`config.mk`:
```
export PLATFORM = sky130hd
export DESIGN_NAME = carrier_phase_gen
export DESIGN_NICKNAME = d
export VERILOG_FILES = /design/src/rtl/carrier_phase_gen.sv
export SDC_FILE = /design/constraint.sdc
export NUM_CORES = 1
export LEC_CHECK = 0
export CAP_MARGIN = 20
export CORE_UTILIZATION = 50
export CTS_CLUSTER_SIZE = 14
export DETAILED_ROUTE_END_ITERATION = 12
export PLACE_DENSITY = 0.77
export SLEW_MARGIN = 20
export SYNTH_ARGS = -nofsm -noshare
export SYNTH_HDL_FRONTEND = slang
export SYNTH_SLANG_ARGS = --single-unit
```
`constraint.sdc`:
```
create_clock -name aclk -period 2.5 [get_ports aclk]
set_input_delay 0.625 -clock aclk [delete_from_list [all_inputs] [get_ports aclk]]
set_output_delay 0.625 -clock aclk [all_outputs]
set_load 0.02 [all_outputs]
```
`src/rtl/carrier_phase_gen.sv`:
```
// Carrier NCO phase accumulator feeding the DDS streaming-phase port.
// The Doppler FCW is double-buffered: writes land in a pending register and are
// promoted to the active register only at start or on the last beat of an epoch,
// so carrier retunes stay aligned with code epochs.
//
// state | meaning
// IDLE  | no output, waiting for start
// PRIME | one cycle: load phase_init, clear sample count, promote pending FCW
// RUN   | streaming phase words, one per accepted beat
// STOP  | stop requested while a beat was stalled; hold it until accepted
module carrier_phase_gen #(
    parameter int ACC_W     = 32,
    parameter int PHASE_W   = 16,
    parameter int EPOCH_LEN = 4000,
    parameter int CNT_W     = 12
) (
    input  logic               aclk,
    input  logic               aresetn,
    input  logic               start,
    input  logic               stop,
    input  logic [ACC_W-1:0]   cfg_fcw,
    input  logic               cfg_fcw_wr,
    input  logic [ACC_W-1:0]   cfg_phase_init,
    output logic [PHASE_W-1:0] m_axis_phase_tdata,
    output logic               m_axis_phase_tvalid,
    input  logic               m_axis_phase_tready,
    output logic               epoch_tick,
    output logic               busy
);

    typedef enum logic [1:0] {
        IDLE  = 2'd0,
        PRIME = 2'd1,
        RUN   = 2'd2,
        STOP  = 2'd3
    } state_t;

    localparam logic [CNT_W-1:0] CNT_LAST = CNT_W'(EPOCH_LEN - 1);
    localparam logic [CNT_W-1:0] CNT_ONE  = CNT_W'(1);

    state_t             state_q, state_d;
    logic [ACC_W-1:0]   acc_q, acc_d;
    logic [ACC_W-1:0]   fcw_active_q, fcw_active_d;
    logic [ACC_W-1:0]   fcw_pending_q, fcw_pending_d;
    logic               pend_flag_q, pend_flag_d;
    logic [CNT_W-1:0]   sample_cnt_q, sample_cnt_d;
    logic               hs;
    logic               last_beat;

    // Output decode is purely from state/acc so a reset drops tvalid immediately.
    assign m_axis_phase_tvalid = (state_q == RUN) || (state_q == STOP);
    assign m_axis_phase_tdata  = acc_q[ACC_W-1 -: PHASE_W];
    assign busy                = (state_q != IDLE);
    assign hs                  = m_axis_phase_tvalid & m_axis_phase_tready;
    assign last_beat           = (sample_cnt_q == CNT_LAST);
    assign epoch_tick          = hs & last_beat;

    // Next-state, accumulator stepping, epoch counting and FCW promotion.
    always_comb begin
        state_d       = state_q;
        acc_d         = acc_q;
        fcw_active_d  = fcw_active_q;
        fcw_pending_d = fcw_pending_q;
        pend_flag_d   = pend_flag_q;
        sample_cnt_d  = sample_cnt_q;

        case (state_q)
            IDLE: begin
                if (start && !stop) state_d = PRIME;
            end
            PRIME: begin
                acc_d        = cfg_phase_init;
                sample_cnt_d = '0;
                if (pend_flag_q) fcw_active_d = fcw_pending_q;
                pend_flag_d  = 1'b0;
                state_d      = RUN;
            end
            RUN: begin
                if (stop) state_d = hs ? IDLE : STOP;
            end
            STOP: begin
                if (hs) state_d = IDLE;
            end
            default: state_d = IDLE;
        endcase

        // Every accepted beat advances phase; the epoch's last beat promotes FCW
        // so the new step applies from the first beat of the next epoch.
        if (hs) begin
            acc_d = acc_q + fcw_active_q;
            if (last_beat) begin
                sample_cnt_d = '0;
                if (pend_flag_q) begin
                    fcw_active_d = fcw_pending_q;
                    pend_flag_d  = 1'b0;
                end
            end else begin
                sample_cnt_d = sample_cnt_q + CNT_ONE;
            end
        end

        // A write after any promotion above, so a same-cycle write stays pending.
        if (cfg_fcw_wr) begin
            fcw_pending_d = cfg_fcw;
            pend_flag_d   = 1'b1;
        end
    end

    // State and datapath registers.
    always_ff @(posedge aclk or negedge aresetn) begin
        if (!aresetn) begin
            state_q       <= IDLE;
            acc_q         <= '0;
            fcw_active_q  <= '0;
            fcw_pending_q <= '0;
            pend_flag_q   <= 1'b0;
            sample_cnt_q  <= '0;
        end else begin
            state_q       <= state_d;
            acc_q         <= acc_d;
            fcw_active_q  <= fcw_active_d;
            fcw_pending_q <= fcw_pending_d;
            pend_flag_q   <= pend_flag_d;
            sample_cnt_q  <= sample_cnt_d;
        end
    end

endmodule

```
==> flow_summary_export.csv, run 1 <==
group,metric,value,unit
sta,setup_tns,-16.12,ps
drt,drc,0,
placed_design,gp_congestion,0.9421,
setup_path,critPathCaptureType,"register",
drt,ant_nets,0,
cts,cts_inserted_buffers,9,
layout,finish.instance_area,7975,um^2
cts,ctsRootBufferMaster,"clkbuf_16",
sta,fmax,398.2,MHz
layout,fillers,883,
power_and_ir_drop,p_switching,4.763,mW
drt,routed_wl,14570,um
setup_path,worstPathArrival,2730,ps
global_route,grt_pass1_wl,23780,um
die,die_w,112.4,um
layout,syn2layout_area_growth,30.88,%
drt,vias,4854,
drt,drt_iter0_drc,240,
cts,cts_tree,"built",
sta,drv_slew,0,
min_path,hold_class,"primary input to async pin",
die,dieArea,12630,um^2
status,violations,"negative setup slack",
yosys,synthSimpleGateAreaFrac,11.33,%
drt,firstDrtPassIters,4,
yosys,ys_warn_count,0,
sta,hold_violations,0,
yosys,synthMuxAreaShare,12.32,%
sta,finalCritPeriodShare,100.5,%
setup_path,r2r_start,"fcw_active_q[12]",
yosys,synth_edf_count,0,
global_route,grt_max_degree,70,
cts,clkSinkCount,111,
yosys,synth_area,6093,um^2
yosys,synth_flop_cell,"dfrtp_1",
setup_path,crit_end,"acc_q[27]",
die,die_h,112.4,um
cts,cts_hold_buf,0,
placed_design,placedCellCount,827,
power_and_ir_drop,p_total,11.71,mW
flow_run,maxCapViolations,0,
yosys,synth_xor_xnor_area_share,4.887,%
placed_design,placed_cell_area,7361,um^2
sta,hold_ws,198.6,ps
sta,slew_headroom,49.06,%
power_and_ir_drop,leakage,3.514,nW
yosys,synth_adder_area_share,6.899,%
sta,setup_ws,-11.52,ps
global_route,grt_usage,24.12,%
yosys,yosys_register_bits,111,
setup_path,crit_type,"register to register",
placed_design,place_hpwl,10200,um
setup_path,required,2720,ps
yosys,synth_nets,690,
power_and_ir_drop,ir_worst_vdd,0.0008450,V
placed_design,dpl_worst_slack,-157.9,ps
die,core_area,11660,um^2
setup_path,worstRegToRegCells,12,
die,num_rows,39,
power_and_ir_drop,p_seq_share,24.9,%
layout,final_cells,853,
yosys,synth.area.top_cells,"dfrtp_1 (46%), mux2_2 (12%), ha_1 (6.6%)",
die,io_pins,89,
sta,grt_setup_unrepaired,"yes",
sta,setup_violations,2,
power_and_ir_drop,p_int,6.949,mW
yosys,synth_top_area_share,45.59,%
placed_design,portBuffers,88,
setup_path,reg2reg_setup_slack,-10,ps
sta,fin_crit,2512,ps
yosys,async_flop_share,100.0,%
yosys,synth_top_family_by_area,"compound AO/OA/AOI/OAI gates",
power_and_ir_drop,power_switching_share,40.67,%
yosys,syn-instance-count,587,
yosys,synth_top_cell_by_area,"dfrtp_1",
layout,nets,808,
cts,cts_max_level,3,
yosys,ys_types,52,
yosys,yosysSeqAreaShare,45.59,%
layout,utilization,68.38,%
power_and_ir_drop,powerDensity,1469,nW/um^2
cts,clk_pin_slew,70,ps
sta,skew,8.005,ps
global_route,antenna_found_initial,0,
cts,cts_buffer_depth,2,
sta,tightestPinTransition,761.4,ps
drt,viasPerCell,5.691,
setup_path,startpoint_type,"register",
cts,insertion_delay,360,ps
die,initial_utilization,52.25,%
setup_path,crit_start,"fcw_active_q[12]",
layout,antenna_cells,0,
global_route,grt_pass1_vias,5056,
yosys,synth-compound-area-share,15.22,%
layout,drive_gt1_share,25.35,%
setup_path,cp_max_fo,4,
global_route,grt-ovfl-total,0,
power_and_ir_drop,pwr-share-comb,61.8,%
status,status,"complete, but fails checks",
power_and_ir_drop,power_frac_clock,13.3,%
yosys,avgSynthCellArea,10.38,um^2
setup_path,r2r-end,"acc_q[27]",
drt,avgRoutedWirePerCell,17.08,um
-- per-layer routing --
layer	vias to the layer above	GRT usage (%)	part of all wire, %
met1	2391	28.63	43
met3	19	4.482	3.7
met5	-	0	0
li1	2334	-	-
met4	0	8.711	1.4
met2	110	43.69	52
-- sequential cells by signal, summed over array words and instances, names as in the netlist --
register / cells
pend_flag_q: 1
fcw_active_q: 32
acc_q: 32
state_q: 2
sample_cnt_q: 12
fcw_pending_q: 32
-- cell type report --
cell class,count,area [um^2],area share (%)
clock inverters,3,65.06,0.8158
multi-input cells,431,3313,41.54
flip-flops and latches,111,2778,34.83
repair buffers,147,1361,17.07
well taps,143,178.9,2.243
inverters,5,18.77,0.2353
clock buffers,13,260.3,3.263
-- placed cells by master (no fill, tap or decap), types with 6 or more instances in the layout --
| master | netlist | layout |
|---|---|---|
| a21o_1 | 12 | 12 |
| a21oi_1 | 30 | 20 |
| a21oi_2 | 0 | 9 |
| a22oi_1 | 16 | 15 |
| a31oi_1 | 13 | 13 |
| and3_1 | 8 | 6 |
| buf_4 | 16 | 56 |
| clkbuf_16 | 0 | 9 |
| clkdlybuf4s50_1 | 0 | 86 |
| dfrtp_1 | 111 | 111 |
| ha_1 | 32 | 25 |
| mux2_2 | 64 | 64 |
| nand2_1 | 68 | 67 |
| nand3_1 | 12 | 12 |
| nand4_1 | 6 | 6 |
| nor2_1 | 27 | 27 |
| o21ai_0 | 35 | 33 |
| o21ai_1 | 13 | 14 |
| xnor2_1 | 13 | 12 |
| xor2_1 | 21 | 21 |
-- what timing repair did --
action                     CTS  global route
pin swaps                   20            20
gates resized for setup     23            22
setup buffers                5             6
setup endpoints to repair   12            13
-- cell usage after synthesis (all sizes together) (3+ instances only) --
master / count
or3: 4
a211oi: 3
nand2b: 6
nand4: 6
dfrtp: 111
and3: 8
a31oi: 14
mux2i: 3
nor2: 27
mux2: 64
o21bai: 5
a21oi: 30
o21ai: 49
o31ai: 3
a21o: 12
nor3: 6
xor2: 21
nor3b: 3
clkbuf: 21
ha: 32
nand3: 12
inv: 5
xnor2: 13
nand2: 68
buf: 19
a22oi: 16
-- cell families (layout without fill, tap and decap cells) --
logic type      after synthesis  in the layout
xor+xnor                     34             34
fa+ha+maj                    33             33
buf+inv                      45            168
simple gates                150            150
mux                          67             67
flops                       111            111
compound gates              147            147
-- worst max-delay path, cell delays in order (launching register included) --
cell and delay [ps]:
dfrtp_1 420, ha_4 260, buf_4 140, nand4_1 100
nor2_1 50, a211o_1 290, o2111a_2 300, o41ai_4 220
buf_4 190, nand2b_4 60, a21oi_4 120, xor2_1 150
o21ai_1 70
-- worst min-delay path by stage --
stage / start / endpoint / cells past startpoint
after floorplan: aresetn / acc_q[0] / 0
after global placement: sample_cnt_q[11] / sample_cnt_q[11] / 1
after detailed placement: sample_cnt_q[11] / sample_cnt_q[11] / 1
after CTS: aresetn / fcw_pending_q[8] / 1
after global routing: aresetn / fcw_pending_q[8] / 1
final: aresetn / fcw_pending_q[8] / 1
-- power groups by stage --
stage	registers [mW]	clock network, mW	logic, mW
floorplan	2.74	0	4.51
global placement	2.87	0	6.13
detailed placement	2.92	0	6.33
CTS	2.89	1.59	6.81
global route	2.99	1.65	7.88
finish	2.91	1.56	7.24
No activity file was read; power rests on OpenSTA's default activity.
==> run 2: changes to the inputs <==
PLACE_DENSITY = 0.81   (was 0.77)
clock period = 2.81 ns   (was 2.5 ns; I/O delays follow)
==> run 2 against run 1 <==
Effect of this change:
- the flow now finishes without violations
- first-iteration DRC count down 16%
- setup slack better by 81 ps
- global-route usage down 0.96 points
- critical path type is now primary input to output pin
- largest cell class unchanged
==> flow_summary_export.csv, run 2 (synthesized netlist as in run 1, its figures left out) <==
group,metric,value,unit
setup_path,worstPathArrival,2040,ps
drt,routed_wl,13690,um
die,io_pins,89,
layout,largestRegisters,"acc_q: 32 flops, fcw_active_q: 32 flops, fcw_pending_q: 32 flops",
placed_design,dpl_worst_slack,53.50,ps
sta,slew_headroom,69.14,%
sta,setup_ws,69.49,ps
die,die_w,112.4,um
layout,finish.instance_area,7432,um^2
placed_design,placed_cell_area,7076,um^2
cts,cts_tree,"built",
cts,cts_inserted_buffers,9,
layout,final_common_cell,"dfrtp_1",
power_and_ir_drop,ir_worst_vdd,0.0005895,V
cts,clkSinkCount,111,
layout,final_cells,809,
drt,ant_nets,0,
die,die_h,112.4,um
global_route,grt_pass1_wl,22910,um
global_route,antenna_found_initial,0,
sta,fmax,364.9,MHz
drt,drc,0,
cts,ctsRootBufferMaster,"clkbuf_16",
global_route,grt_usage,23.16,%
setup_path,crit_type,"primary input to output pin",
sta,setup_violations,0,
drt,firstDrtPassIters,5,
layout,drive_gt1_share,16.97,%
die,num_rows,39,
min_path,hold_class,"primary input to async pin",
cts,cts_max_level,3,
placed_design,placedCellCount,794,
power_and_ir_drop,p_total,9.159,mW
placed_design,gp_congestion,0.8702,
drt,viasPerCell,5.834,
die,dieArea,12630,um^2
drt,vias,4720,
layout,multi_input_area,3147,um^2
sta,drv_slew,0,
power_and_ir_drop,powerDensity,1232,nW/um^2
cts,cts_buffer_depth,2,
power_and_ir_drop,leakage,3.248,nW
drt,drt_iter0_drc,201,
setup_path,startpoint_type,"primary input",
cts,clk_pin_slew,60,ps
cts,insertion_delay,360,ps
die,initial_utilization,52.25,%
status,status,"complete, no violations",
setup_path,required,2110,ps
layout,antenna_cells,0,
sta,fin_crit,2741,ps
global_route,grt-ovfl-total,0,
setup_path,cp_max_fo,4,
global_route,grt_pass1_vias,4908,
sta,hold_violations,0,
global_route,grt_max_degree,58,
setup_path,reg2reg_setup_slack,150,ps
cts,cts_hold_buf,0,
layout,syn2layout_area_growth,21.97,%
layout,register_area,2778,um^2
sta,skew,8.679,ps
placed_design,portBuffers,88,
layout,final_cell_mix,"dfrtp_1 (111), clkdlybuf4s50_1 (87), nand2_1 (68)",
layout,fillers,896,
sta,tightestPinTransition,462.9,ps
die,core_area,11660,um^2
setup_path,critPathCaptureType,"output pin",
drt,avgRoutedWirePerCell,16.92,um
layout,nets,765,
sta,finalCritPeriodShare,97.53,%
placed_design,place_hpwl,9858,um
flow_run,maxCapViolations,0,
-- run 2: cell count changes in the layout (fill, tap and decap cells not counted), moves of 2 or more --
cell     delta
o21ai_0     +2
buf_12      -2
and3_2      -2
ha_2        -2
ha_1        +5
and3_1      +2
a21oi_1     +6
ha_4        -3
a21oi_2     -5
buf_4      -40
-- run 2: power by group --
part / internal (mW) / switching [mW]
Sequential: 2.16 / 0.407
Combinational: 2.44 / 2.87
Clock: 0.734 / 0.556
Total: 5.33 / 3.83
-- run 2: layout make-up --
type / instances / area share [%]
Timing Repair Buffer: 104 / 13.60
Tap cell: 143 / 2.407
Clock buffer: 12 / 3.451
Clock inverter: 3 / 0.5724
Multi-Input combinational cell: 431 / 42.34
Inverter: 5 / 0.2525
Sequential cell: 111 / 37.37
-- run 2: per-stage QoR --
stage / setup TNS, ps / utilization, % / hold WS, ps
floorplan: 0 / - / 406.9
global route: -2.124 / 63.73 / 260.2
finish: 0 / 63.73 / 248.0
detailed placement: 0 / 60.67 / 493.0
global placement: 0 / 60.67 / 472.5
CTS: 0 / 63.23 / 249.4
-- run 2: worst max-delay path: stages --
cell	delay, ps
clkdlybuf4s50_1	510
nand2_1	100
nor2_1	110
clkdlybuf4s50_1	610
-- run 2: final timing paths --
kind                       depth (start not counted)                 from                to
setup / recovery                                   4  m_axis_phase_tready        epoch_tick
hold / removal                                     1              aresetn   fcw_active_q[7]
setup reg to reg                                  10            acc_q[12]         acc_q[27]
hold reg to reg                                    1     sample_cnt_q[11]  sample_cnt_q[11]
max in group asynchronous                          2              aresetn  fcw_active_q[27]
min in group aclk                                  1     sample_cnt_q[11]  sample_cnt_q[11]
-- run 2: repair_timing --
item / 4_1_cts / 5_1_grt
gates resized for setup: 0 / 11
endpoints found under the setup margin: 0 / 8
setup buffers: 0 / 0
-- run 2: metal layers --
metal  routed length, um  part of all wire, %  vias up  global-route usage [%]
met3                 705                  5.2       31                   4.914
li1                    -                    -     2250                       -
met2                6619                   48      144                   38.18
met4                 409                  3.0        0                   12.09
met5                   0                    0        -                       0
met1                5952                   43     2295                   28.83
==> run 3: changes to the inputs <==
MAX_ROUTING_LAYER = met4   (was unset)
==> run 3 against run 2 <==
Effect of this change:
- non-clock buffer count unchanged
- utilization stayed put
- sequential share of layout area did not move
- power about the same
- sequential power barely moved
- combinational power hardly changed
- clock-buffer cell count unchanged
- hold slack lost 4.2 ps
- fmax about the same
- setup slack about the same
- clock skew about the same
- critical path type unchanged
- critical endpoint unchanged
- largest cell class unchanged
- highest routed layer unchanged
==> flow_summary_export.csv, run 3 (synthesized netlist as in run 1, its figures left out) <==
group,metric,value,unit
cts,clk_pin_slew,70,ps
drt,viasPerCell,5.823,
sta,tightestPinTransition,458.1,ps
placed_design,portBuffers,88,
cts,ctsRootBufferMaster,"clkbuf_16",
sta,slew_headroom,69.46,%
power_and_ir_drop,p_int,5.327,mW
power_and_ir_drop,p_switching,3.828,mW
setup_path,startpoint_type,"primary input",
die,die_w,112.4,um
setup_path,critPathCaptureType,"output pin",
layout,drive_gt1_share,16.97,%
layout,fillers,896,
sta,fmax,364.9,MHz
cts,post_cts_resized,0,
setup_path,cp_max_fo,4,
power_and_ir_drop,powerDensity,1232,nW/um^2
layout,largestRegisters,"acc_q: 32 flops, fcw_active_q: 32 flops, fcw_pending_q: 32 flops",
placed_design,place_hpwl,9858,um
power_and_ir_drop,power_frac_clock,14.2,%
global_route,grt-ovfl-total,0,
placed_design,gp_congestion,0.8844,
sta,setup_violations,0,
global_route,grt_pass1_vias,4909,
layout,nets,765,
power_and_ir_drop,ir_worst_vdd,0.0005846,V
placed_design,dpl_worst_slack,53.50,ps
cts,cts_inserted_buffers,9,
layout,final_cell_mix,"dfrtp_1 (111), clkdlybuf4s50_1 (87), nand2_1 (68)",
status,status,"complete, no violations",
cts,cts_tree,"built",
sta,drv_slew,0,
global_route,antenna_found_initial,0,
setup_path,cpMostUsedCell,"clkdlybuf4s50_1",
setup_path,cp_cell_sequence,"clkdlybuf4s50_1 -> nand2_1 -> nor2_1 -> clkdlybuf4s50_1",
sta,finalCritPeriodShare,97.52,%
sta,setup_ws,69.55,ps
drt,firstDrtPassIters,5,
power_and_ir_drop,p_seq_share,28.0,%
power_and_ir_drop,power_switching_share,41.81,%
power_and_ir_drop,p_total,9.155,mW
die,core_area,11660,um^2
layout,final_common_cell,"dfrtp_1",
min_path,hold_class,"primary input to async pin",
drt,vias,4711,
drt,routed_wl,13640,um
global_route,grt_pass1_wl,22900,um
cts,clkSinkCount,111,
drt,ant_nets,0,
cts,cts_max_level,3,
sta,hold_violations,0,
setup_path,worstPathArrival,2040,ps
drt,wl_met1,5918,um
drt,route.met2.wl,6647,um
cts,cts_setup_buffers,0,
drt,dr.max_layer_used,"met4",
layout,utilization,63.73,%
power_and_ir_drop,pwr-share-comb,57.8,%
flow_run,maxCapViolations,0,
setup_path,required,2110,ps
global_route,grt_max_degree,58,
drt,wl_met3,698,um
drt,avgRoutedWirePerCell,16.87,um
sta,fin_crit,2740,ps
setup_path,reg2reg_setup_slack,160,ps
setup_path,crit_type,"primary input to output pin",
cts,cts_buffer_depth,2,
global_route,grt_usage,23.87,%
die,dieArea,12630,um^2
setup_path,max_stage_delay,610,ps
drt,drt_iter0_drc,207,
layout,syn2layout_area_growth,21.97,%
power_and_ir_drop,leakage,3.248,nW
cts,insertion_delay,360,ps
die,die_h,112.4,um
setup_path,crit_path_top_delay_cell,"clkdlybuf4s50_1",
die,initial_utilization,52.25,%
drt,drc,0,
die,num_rows,39,
cts,cts_hold_buf,0,
layout,antenna_cells,0,
die,io_pins,89,
sta,skew,8.445,ps
-- run 3: cell counts in the layout (fill, tap and decap cells not counted) --
Identical to the previous run, type by type.
-- run 3: worst max-delay path, delay by kind of cell --
family,cells,cell delay (ps)
simple gates,2,210
buf+inv,2,1120
-- run 3: routing by layer --
layer | global-route usage (%) | vias to the layer above
met5 | - | -
met3 | 4.752 | 31
met1 | 28.97 | 2285
met2 | 38.10 | 141
met4 | 12.09 | 0
li1 | - | 2254
-- run 3: final cells by class --
| class | count | area [um^2] | area share, % |
|---|---|---|---|
| clock buffer | 12 | 256.5 | 3.451 |
| clock inverter | 3 | 42.54 | 0.5724 |
| inverter | 5 | 18.77 | 0.2525 |
| multi-input combinational | 431 | 3147 | 42.34 |
| sequential | 111 | 2778 | 37.37 |
| tap | 143 | 178.9 | 2.407 |
| timing repair buffer | 104 | 1011 | 13.60 |
-- run 3: power by group through the flow --
stage	registers (mW)	logic (mW)	clock network [mW]
detailed placement	2.59	5.08	0
CTS	2.56	5.12	1.32
floorplan	2.43	3.99	0
global placement	2.56	4.91	0
finish	2.57	5.29	1.30
global route	2.64	5.87	1.37
-- run 3: final timing paths --
| check | endpoint | from | depth (start not counted) |
|---|---|---|---|
| max in group asynchronous | fcw_active_q[27] | aresetn | 2 |
| min in group aclk | sample_cnt_q[11] | sample_cnt_q[11] | 1 |
| worst max-delay path | epoch_tick | m_axis_phase_tready | 4 |
| worst min-delay path | fcw_active_q[7] | aresetn | 1 |
| worst min register to register | sample_cnt_q[11] | sample_cnt_q[11] | 1 |
| worst max register to register | acc_q[27] | acc_q[12] | 10 |
-- run 3: per-stage QoR --
step,area [um^2],std cells,hold slack [ps],setup TNS (ps)
after detailed placement,7076,794,493.0,0
after global placement,7076,794,472.5,0
after CTS,7375,809,249.4,0
after global routing,7432,809,260.1,-2.201
after floorplan,6093,587,406.9,0
final,7432,809,243.9,0
